`src/rtl/wake_io_pkg.sv`:
```
// Shared definitions for the wake I/O controller: register map, CTRL bit
// positions and FSM state encoding.
package wake_io_pkg;

   localparam logic [1:0] ADR_CTRL    = 2'd0;
   localparam logic [1:0] ADR_STRETCH = 2'd1;
   localparam logic [1:0] ADR_STATUS  = 2'd2;
   localparam logic [1:0] ADR_COUNT   = 2'd3;

   localparam int CTRL_ENABLE   = 0;
   localparam int CTRL_IRQ_EN   = 1;
   localparam int CTRL_VAD_GATE = 2;
   localparam int CTRL_MASK_LSB = 8;

   typedef enum logic [0:0] {
      ST_IDLE = 1'b0,
      ST_HOLD = 1'b1
   } wake_state_e;

endpackage

```
`src/rtl/wake_io_ctrl_if.sv`:
```
// Wishbone classic slave bus for the wake I/O controller.
// Handshake: the master raises stb&cyc with adr/we/sel/dat stable and holds
// them until it samples ack high at a clock edge; ack is the only "ready".
interface wake_io_ctrl_if;
   logic        wbs_stb_i;
   logic        wbs_cyc_i;
   logic        wbs_we_i;
   logic [3:0]  wbs_sel_i;
   logic [31:0] wbs_dat_i;
   logic [31:0] wbs_adr_i;
   logic        wbs_ack_o;
   logic [31:0] wbs_dat_o;

   modport slave (
      input  wbs_stb_i, wbs_cyc_i, wbs_we_i, wbs_sel_i, wbs_dat_i, wbs_adr_i,
      output wbs_ack_o, wbs_dat_o
   );

   modport master (
      output wbs_stb_i, wbs_cyc_i, wbs_we_i, wbs_sel_i, wbs_dat_i, wbs_adr_i,
      input  wbs_ack_o, wbs_dat_o
   );
endinterface

```
`src/rtl/sync_2ff.sv`:
```
// Two-flop synchroniser for a single asynchronous input; q lags d by two clocks.
module sync_2ff (
   input  logic clk,
   input  logic rst,
   input  logic d,
   output logic q
);
   logic meta;

   always_ff @(posedge clk) begin
      if (rst) begin
         meta <= 1'b0;
         q    <= 1'b0;
      end else begin
         meta <= d;
         q    <= meta;
      end
   end
endmodule

```
`src/rtl/wake_io_ctrl.sv`:
```
// Wake I/O controller: edge-detected, masked wake sources stretch a wake pad
// pulse, with sticky status, a saturating event counter and a level interrupt.
module wake_io_ctrl
   import wake_io_pkg::*;
#(
   parameter int NUM_CH    = 4,
   parameter int STRETCH_W = 16,
   parameter int CNT_W     = 16
) (
   input  logic              wb_clk_i,
   input  logic              wb_rst_i,
   wake_io_ctrl_if.slave     bus,
   input  logic [NUM_CH-1:0] wake_i,
   input  logic              vad_pad_i,
   output logic              wake_pad_o,
   output logic              irq_o,
   output wake_state_e       dbg_state
);
   localparam logic [CNT_W-1:0] CNT_MAX = '1;

   logic                 enable, irq_en, vad_gate;
   logic [NUM_CH-1:0]    mask, status, wake_q, ev, status_clr;
   logic [STRETCH_W-1:0] stretch, hold;
   logic [CNT_W-1:0]     count;
   logic                 ack, vad_sync, any_ev, wr;
   logic [1:0]           idx;
   logic [31:0]          rdata;
   wake_state_e          state;
   logic                 unused_bits;

   sync_2ff u_vad_sync (
      .clk (wb_clk_i),
      .rst (wb_rst_i),
      .d   (vad_pad_i),
      .q   (vad_sync)
   );

   assign idx         = bus.wbs_adr_i[3:2];
   assign wr          = ack & bus.wbs_stb_i & bus.wbs_cyc_i & bus.wbs_we_i;
   assign unused_bits = ^{bus.wbs_adr_i, bus.wbs_dat_i, bus.wbs_sel_i};

   // wake_q resets low, but CTRL.enable also resets low, so a wake line that
   // is already high at reset release cannot produce an event.
   assign ev     = wake_i & ~wake_q & mask & {NUM_CH{enable & (~vad_gate | vad_sync)}};
   assign any_ev = |ev;
   assign status_clr = (wr && idx == ADR_STATUS) ? bus.wbs_dat_i[NUM_CH-1:0] : '0;

   always_comb begin
      rdata = '0;
      case (idx)
         ADR_CTRL: begin
            rdata[CTRL_ENABLE]              = enable;
            rdata[CTRL_IRQ_EN]              = irq_en;
            rdata[CTRL_VAD_GATE]            = vad_gate;
            rdata[CTRL_MASK_LSB +: NUM_CH]  = mask;
         end
         ADR_STRETCH: rdata[STRETCH_W-1:0] = stretch;
         ADR_STATUS:  rdata[NUM_CH-1:0]    = status;
         default:     rdata[CNT_W-1:0]     = count;
      endcase
   end

   assign bus.wbs_ack_o = ack;
   assign bus.wbs_dat_o = ack ? rdata : '0;
   assign dbg_state     = state;

   // Bus side: ack never repeats back-to-back; writes land at the end of the ack cycle.
   always_ff @(posedge wb_clk_i) begin
      if (wb_rst_i) begin
         ack      <= 1'b0;
         enable   <= 1'b0;
         irq_en   <= 1'b0;
         vad_gate <= 1'b0;
         mask     <= '0;
         stretch  <= '0;
      end else begin
         ack <= bus.wbs_stb_i & bus.wbs_cyc_i & ~ack;
         if (wr && idx == ADR_CTRL) begin
            if (bus.wbs_sel_i[0]) begin
               enable   <= bus.wbs_dat_i[CTRL_ENABLE];
               irq_en   <= bus.wbs_dat_i[CTRL_IRQ_EN];
               vad_gate <= bus.wbs_dat_i[CTRL_VAD_GATE];
            end
            if (bus.wbs_sel_i[1])
               mask <= bus.wbs_dat_i[CTRL_MASK_LSB +: NUM_CH];
         end
         if (wr && idx == ADR_STRETCH) begin
            for (int i = 0; i < STRETCH_W; i++)
               if (bus.wbs_sel_i[i/8]) stretch[i] <= bus.wbs_dat_i[i];
         end
      end
   end

   // Event bookkeeping: a new event always beats a simultaneous clear.
   always_ff @(posedge wb_clk_i) begin
      if (wb_rst_i) begin
         wake_q <= '0;
         status <= '0;
         count  <= '0;
         irq_o  <= 1'b0;
      end else begin
         wake_q <= wake_i;
         status <= (status & ~status_clr) | ev;
         if (wr && idx == ADR_COUNT)
            count <= any_ev ? CNT_W'(1) : '0;
         else if (any_ev && count != CNT_MAX)
            count <= count + CNT_W'(1);
         irq_o <= irq_en & (|status);
      end
   end

   always_ff @(posedge wb_clk_i) begin
      if (wb_rst_i) begin
         state      <= ST_IDLE;
         hold       <= '0;
         wake_pad_o <= 1'b0;
      end else begin
         case (state)
            ST_IDLE: begin
               if (any_ev) begin
                  state      <= ST_HOLD;
                  hold       <= stretch;
                  wake_pad_o <= 1'b1;
               end
            end
            default: begin
               if (!enable) begin
                  state      <= ST_IDLE;
                  wake_pad_o <= 1'b0;
               end else if (any_ev) begin
                  hold <= stretch;
               end else if (hold == '0) begin
                  state      <= ST_IDLE;
                  wake_pad_o <= 1'b0;
               end else begin
                  hold <= hold - STRETCH_W'(1);
               end
            end
         endcase
      end
   end
endmodule

```
`src/flat_wrapper.sv`:
```
// flat-port wrapper written by rule: the top's interface ports become plain ports
module wake_io_ctrl_flat import wake_io_pkg::*;
#(
   parameter int NUM_CH    = 4,
   parameter int STRETCH_W = 16,
   parameter int CNT_W     = 16
)
  (wb_clk_i, wb_rst_i, wake_i, vad_pad_i, wake_pad_o, irq_o, dbg_state, bus_wbs_stb_i, bus_wbs_cyc_i, bus_wbs_we_i, bus_wbs_sel_i, bus_wbs_dat_i, bus_wbs_adr_i, bus_wbs_ack_o, bus_wbs_dat_o);
  wake_io_ctrl_if bus_i ();
  input  logic wb_clk_i;
  input  logic wb_rst_i;
  input  logic [NUM_CH-1:0] wake_i;
  input  logic vad_pad_i;
  output logic wake_pad_o;
  output logic irq_o;
  output wake_state_e dbg_state;
  input wire logic [$bits(bus_i.wbs_stb_i)-1:0] bus_wbs_stb_i;
  input wire logic [$bits(bus_i.wbs_cyc_i)-1:0] bus_wbs_cyc_i;
  input wire logic [$bits(bus_i.wbs_we_i)-1:0] bus_wbs_we_i;
  input wire logic [$bits(bus_i.wbs_sel_i)-1:0] bus_wbs_sel_i;
  input wire logic [$bits(bus_i.wbs_dat_i)-1:0] bus_wbs_dat_i;
  input wire logic [$bits(bus_i.wbs_adr_i)-1:0] bus_wbs_adr_i;
  output wire logic [$bits(bus_i.wbs_ack_o)-1:0] bus_wbs_ack_o;
  output wire logic [$bits(bus_i.wbs_dat_o)-1:0] bus_wbs_dat_o;
  assign bus_i.wbs_stb_i = bus_wbs_stb_i;
  assign bus_i.wbs_cyc_i = bus_wbs_cyc_i;
  assign bus_i.wbs_we_i = bus_wbs_we_i;
  assign bus_i.wbs_sel_i = bus_wbs_sel_i;
  assign bus_i.wbs_dat_i = bus_wbs_dat_i;
  assign bus_i.wbs_adr_i = bus_wbs_adr_i;
  assign bus_wbs_ack_o = bus_i.wbs_ack_o;
  assign bus_wbs_dat_o = bus_i.wbs_dat_o;
  wake_io_ctrl #(.NUM_CH(NUM_CH), .STRETCH_W(STRETCH_W), .CNT_W(CNT_W)) u_core (.wb_clk_i(wb_clk_i), .wb_rst_i(wb_rst_i), .bus(bus_i), .wake_i(wake_i), .vad_pad_i(vad_pad_i), .wake_pad_o(wake_pad_o), .irq_o(irq_o), .dbg_state(dbg_state));
endmodule
```
`config.mk`:
```
export PLATFORM = sky130hd
export DESIGN_NAME = wake_io_ctrl_flat
export DESIGN_NICKNAME = d
export VERILOG_FILES = /design/src/rtl/wake_io_pkg.sv /design/src/rtl/wake_io_ctrl_if.sv /design/src/rtl/sync_2ff.sv /design/src/rtl/wake_io_ctrl.sv /design/src/flat_wrapper.sv
export SDC_FILE = /design/constraint.sdc
export NUM_CORES = 1
export LEC_CHECK = 0
export ABC_AREA = 0
export ABC_CLOCK_PERIOD_IN_PS = 6800
export BUFFER_PORTS_ARGS = -buffer_cell sky130_fd_sc_hd__clkbuf_2
export CORE_UTILIZATION = 50
export DETAILED_ROUTE_END_ITERATION = 16
export GPL_TIMING_DRIVEN = 0
export PLACE_DENSITY = 0.78
export RECOVER_POWER = 50
export SLEW_MARGIN = 20
export SYNTH_ARGS = -nofsm -noshare
export SYNTH_HDL_FRONTEND = slang
export SYNTH_SLANG_ARGS = --single-unit
```
`constraint.sdc`:
```
create_clock -name wb_clk_i -period 6.8 [get_ports wb_clk_i]
set_clock_uncertainty 0.1 [all_clocks]
set_input_delay 1.36 -clock wb_clk_i [delete_from_list [all_inputs] [get_ports wb_clk_i]]
set_output_delay 1.36 -clock wb_clk_i [all_outputs]
set_load 0.01 [all_outputs]
```
Word level (Yosys, flattened, before mapping) --
Index checks and enable logic that the tools add are counted.
Storage, ports and cells: bits in registers 69, latch bits 0, memory bits (writable) 0, memory bits (read-only) 0, bits of input ports 78, output and inout bits 36, word-level logic and storage cells 86, memories kept 0
Operators by class: $add $sub $neg 2, $mul 0, divide/modulo/power cells 0, order comparisons 0, equal/unequal tests 8, shift operators 0, mux-type cells 25, bitwise logic cells 17, reduce and logical (&&, ||, !) cells 18
Operators by type and width (number):
- two-way mux 16 bit | 8
- adder 16 x 1 -> 16 bit (second input constant) | 1
- bitwise AND 4 bit | 4
- logical NOT 16 bit | 1
- inequality test 16 bit (second input constant) | 1
- one-hot mux 4 bit (2 select lines) | 2
- subtractor 16 x 1 -> 16 bit (second input constant) | 1
- one-hot mux 4 bit (3 select lines) | 1
- two-way mux 1 bit | 11
- inequality test 3 bit (second input constant) | 3
- one-hot mux 3 bit (3 select lines) | 1
- inverter 4 bit | 2
- AND reduction 2 bit | 4
- OR reduction 4 bit | 2
- bitwise AND 1 bit | 7
- AND reduction 3 bit | 2
- logical AND 1 bit | 5
- equality test 2 bit (second input constant) | 2
- two-way mux 4 bit | 1
- bitwise OR 4 bit | 1
- nonzero test 2 bit | 2
- one-hot mux 1 bit (3 select lines) | 1
- equality test 2 x 1 -> 1 bit (second input constant) | 1
- logical NOT 2 bit | 1
- 4 further kinds | 5

Depth between registers and ports, before layout --
depth after elaboration 8, gate-level depth with buffers 8, mapped depth without buffers 7

Cells and area by module --
Synthesis repeated with hierarchy kept, for this count alone.
Unflattened totals: cell total of the unflattened synthesis 451, area total of the unflattened synthesis 3844.9 um^2
By module, submodules not included:
- wake_io_ctrl | instances 1, cells an instance 447, area an instance 3792.4 um^2, sequential area each 1341.3 um^2
- sync_2ff | instances 1, cells an instance 4, area an instance 52.6 um^2, sequential area each 40.0 um^2

Worst setup path after synthesis --
OpenSTA, ideal clock, no wires.
kind input to output, start point input bus_wbs_adr_i[3], end point output bus_wbs_dat_o[3], arrival time 2.439 ns, data required time 5.340 ns, path slack 2.901 ns, stages 4, path buffers 2, path through clkbuf_1 -> buf_1 -> a22oi_1 -> nor2b_1
Between the ends: longest elaborated chain between the ends 3, elaborated cells between the ends (all ways) 5, those cells by class eq/ne (2); mux (2); reduce/logical (1)
Ends and longest elaborated chain:
- from (decl) | line flat_wrapper.sv:22 | input wire logic [$bits(bus_i.wbs_adr_i)-1:0] bus_wbs_adr_i;
- equality test 2 bit, or another cell as far along | line wake_io_ctrl.sv:50 | case (idx)
- one-hot mux 1 bit (3 select lines) * | line wake_io_ctrl.sv:50
- two-way mux 16 bit * | line wake_io_ctrl.sv:64 | assign bus.wbs_dat_o = ack ? rdata : '0;
- to (decl) | line flat_wrapper.sv:24 | output wire logic [$bits(bus_i.wbs_dat_o)-1:0] bus_wbs_dat_o;
Every way passes the cells marked *; elsewhere a longest branch is shown, timed or not.

Final worst setup path --
start point input bus_wbs_adr_i[3], end point output bus_wbs_dat_o[4]
Between the ends: longest elaborated chain between the ends 4, elaborated cells between the ends (all ways) 6, those cells by class eq/ne (2); mux (2); reduce/logical (2)
Ends and longest elaborated chain (line):
- equality test 2 bit / logical NOT 2 bit (equally long branches) | wake_io_ctrl.sv:50
- OR reduction 2 bit (no source line)
- one-hot mux 4 bit (2 select lines) * | wake_io_ctrl.sv:50
- two-way mux 16 bit * | wake_io_ctrl.sv:64
Marked as above.

==> impl_results.md <==
* CP max FO at 10
* WL per Instance at 17.15 µm
* Post-Synthesis Cells at 441
* Initial Utilization at 0.5248
* Delay-heaviest family, CP: buffers and inverters
* Detailed placer's ending HPWL at 7.907 mm
* Most used cell, CP: clkbuf_1
* Initial antenna violation count at 0
* Cell Rows at 31
* Total Wirelength at 10.62 mm
* Worst vdd ir at 0.09107 mV
* Hold slack at 0.3513 ns
* Slew HR at 0.4787
* Total Routing Usage GR at 0.2671
* Gp weighted congestion at 0.9617
* HP Class: reg -> reg
* DP Cell Count at 604
* Max-Cap Viols at 0
* Via density per instance at 5.953
* Power per cell area at 168.1 nW/µm²
* Worst path arrival time at 2.96 ns
* TritonCTS Buffers at 9
* Synth unique cells at 57
* Largest net degree at the start of global routing at 13
* EDFF count, synth at 0
* Vert. Die Dim at 89.72 µm
* Final hold vios at 0
* Ys async rst share at 0
* Ys Warns at 0
* Non-Filler Instances at 619
* Outcome: finished, final reports clean
* # H-tree levels at 3
* Layout Nets at 596
* Worst path slowest cell: clkbuf_1
* Routed Antenna Nets at 0
* Startpoint types: input port
* Synthesized area at 3847 µm²
* Crit path largest cell delay at 0.61 ns
* Pre-CTS setup slack at 2.434 ns
* Vias at 3685
* Final setup vio count at 0
* Commonest non-fill, non-tap cell in the layout: dfxtp_1
* # IOs at 114
* Top FF cell, synth: dfxtp_1
* Critical path class: in -> out
* Fin. max-slew vios at 0
* RSZ-0062 raised after global routing: no
* Final period utilization at 0.6497
* CTS tree: built
* DR iter-0 viols at 396
* Worst setup margin at 2.382 ns
* Clock tree root driver cell: clkbuf_8
* Setup TNS at 0 ns
* Layout cells sized above 1 at 0.1904
* Diode count at 0
* Worst setup EP type: primary output
* Bufs on Longest Clock Path at 2
* Worst slew pin tran at 0.7819 ns
* Fmax at 226.4 MHz
* Leakage at 1.902 nW
* First-pass GRT wire length at 16.99 mm
* Cells along the critical path: clkbuf_1 -> clkbuf_1 -> clkbuf_1 -> mux2i_1 -> nor2_1 -> clkbuf_2
* Post-CTS Resized at 0
* Critical path required time at 5.34 ns
* Worst path buffer plus inverter count at 4
* Total gr overflow at 0
* Post-CTS setup buffers at 0
* Placeable core region at 7331 µm²
* DRC viols at 0
* Number of global-route vias before repair at 3430
* Worst skew pair latency at 0.35 ns
* Sequential area share after synthesis at 0.3590
* P&R area growth vs syn at 15.02%
* Fin crit period at 4.418 ns
* Post-CTS Hold Buffers at 0
* Seq cells post-synth at 69
* PortBufs at 49
* Die ar. at 8050 µm²
* Reg clk slew, reported paths at 0.08 ns
* TritonRoute pass-1 iters at 5
* Die width at 89.72 µm
* Clock sink count at 69
* Syn_area_per_cell at 8.724 µm²
* Commonest cells after routing, fill and taps aside: 69 x dfxtp_1, 45 x mux2i_1, 43 x clkbuf_2
cells by family (layout without fill, tap and decap cells):
family / count (synthesis) / count (layout) / synth area share
and+or+nand+nor: 163 / 163 / 0.2319
buffers and inverters: 65 / 129 / 0.08293
other: 1 / 16 / 0.0009747
muxes: 53 / 53 / 0.1493
AOI/OAI and AO/OA: 88 / 88 / 0.1694
adders and majority gates: 2 / 2 / 0.006503
DFF: 69 / 69 / 0.3590
registers in the layout, indices dropped and copies added, names as in the netlist:
signal	cells
u_core.bus.wbs_ack_o	1
u_core.count	16
u_core.dbg_state	1
u_core.enable	1
u_core.hold	16
u_core.irq_en	1
u_core.irq_o	1
u_core.mask	4
u_core.status	4
u_core.stretch	16
u_core.u_vad_sync.meta	1
u_core.u_vad_sync.q	1
u_core.vad_gate	1
u_core.wake_pad_o	1
u_core.wake_q	4
area by class of cell:
cell class	count	area [µm²]
buffer	43	232.7
clock buffer	9	123.9
clock inverter	6	41.29
fill	669	2905
inverter	22	82.58
multi-input combinational	322	2203
sequential	69	1381
tap	99	123.9
timing repair buffer	49	236.5
synth_stat cells, types with 5 or more instances:
| cell | instances | share of area |
|---|---|---|
| dfxtp_1 | 69 | 0.36 |
| mux2i_1 | 45 | 0.12 |
| nor2_1 | 42 | 0.041 |
| nand2_1 | 24 | 0.023 |
| inv_1 | 22 | 0.021 |
| a21oi_1 | 17 | 0.022 |
| clkbuf_1 | 17 | 0.017 |
| buf_4 | 16 | 0.031 |
| o21ai_0 | 16 | 0.021 |
| nor2b_1 | 15 | 0.024 |
| nand3_1 | 12 | 0.016 |
| or4_1 | 11 | 0.021 |
| nor4_1 | 9 | 0.015 |
| o32ai_1 | 9 | 0.020 |
| nor3_1 | 8 | 0.010 |
| o31ai_1 | 8 | 0.016 |
| and2_1 | 7 | 0.011 |
| a22oi_1 | 6 | 0.012 |
| a311oi_1 | 5 | 0.011 |
| a41o_1 | 5 | 0.013 |
| buf_2 | 5 | 0.0065 |
| mux2_2 | 5 | 0.015 |
| or3_1 | 5 | 0.0081 |
per-layer routing:
layer	up-vias	wire length (µm)	track usage
met2	218	4684	0.4090
met1	1694	4623	0.3523
li1	1744	-	-
met3	29	1000	0.05753
met4	0	308	0.1407
met5	-	0	0
power breakdown:
group,internal (mW),switching (mW)
Clock,0.129,0.163
Sequential,0.406,0.000719
Combinational,0.0192,0.0255
per-stage QoR:
step / cell area [µm²] / power (mW) / util
6_report: 4425 / 0.7440 / 0.6037
5_1_grt: 4425 / 0.7646 / 0.6037
4_1_cts: 4438 / 0.7436 / 0.6054
3_5_place_dp: 4273 / 0.4604 / 0.5829
3_3_place_gp: 4273 / 0.4596 / 0.5829
2_1_floorplan: 3904 / 0.4433 / -
path summary, 6_finish.rpt:
check / from / end / slack [ns] / depth (start not counted)
setup / recovery: bus_wbs_adr_i[3] / bus_wbs_dat_o[4] / 2.38 / 6
hold / removal: u_core.u_vad_sync.meta$_SDFF_PP0_ / u_core.u_vad_sync.q$_SDFF_PP0_ / 0.35 / 1
setup reg to reg: u_core.mask[0]$_SDFFE_PP0P_ / u_core.hold[13]$_SDFFE_PP0P_ / 3.96 / 8
hold reg to reg: u_core.u_vad_sync.meta$_SDFF_PP0_ / u_core.u_vad_sync.q$_SDFF_PP0_ / 0.35 / 1
Note: power is estimated with default switching activity, not from simulation.
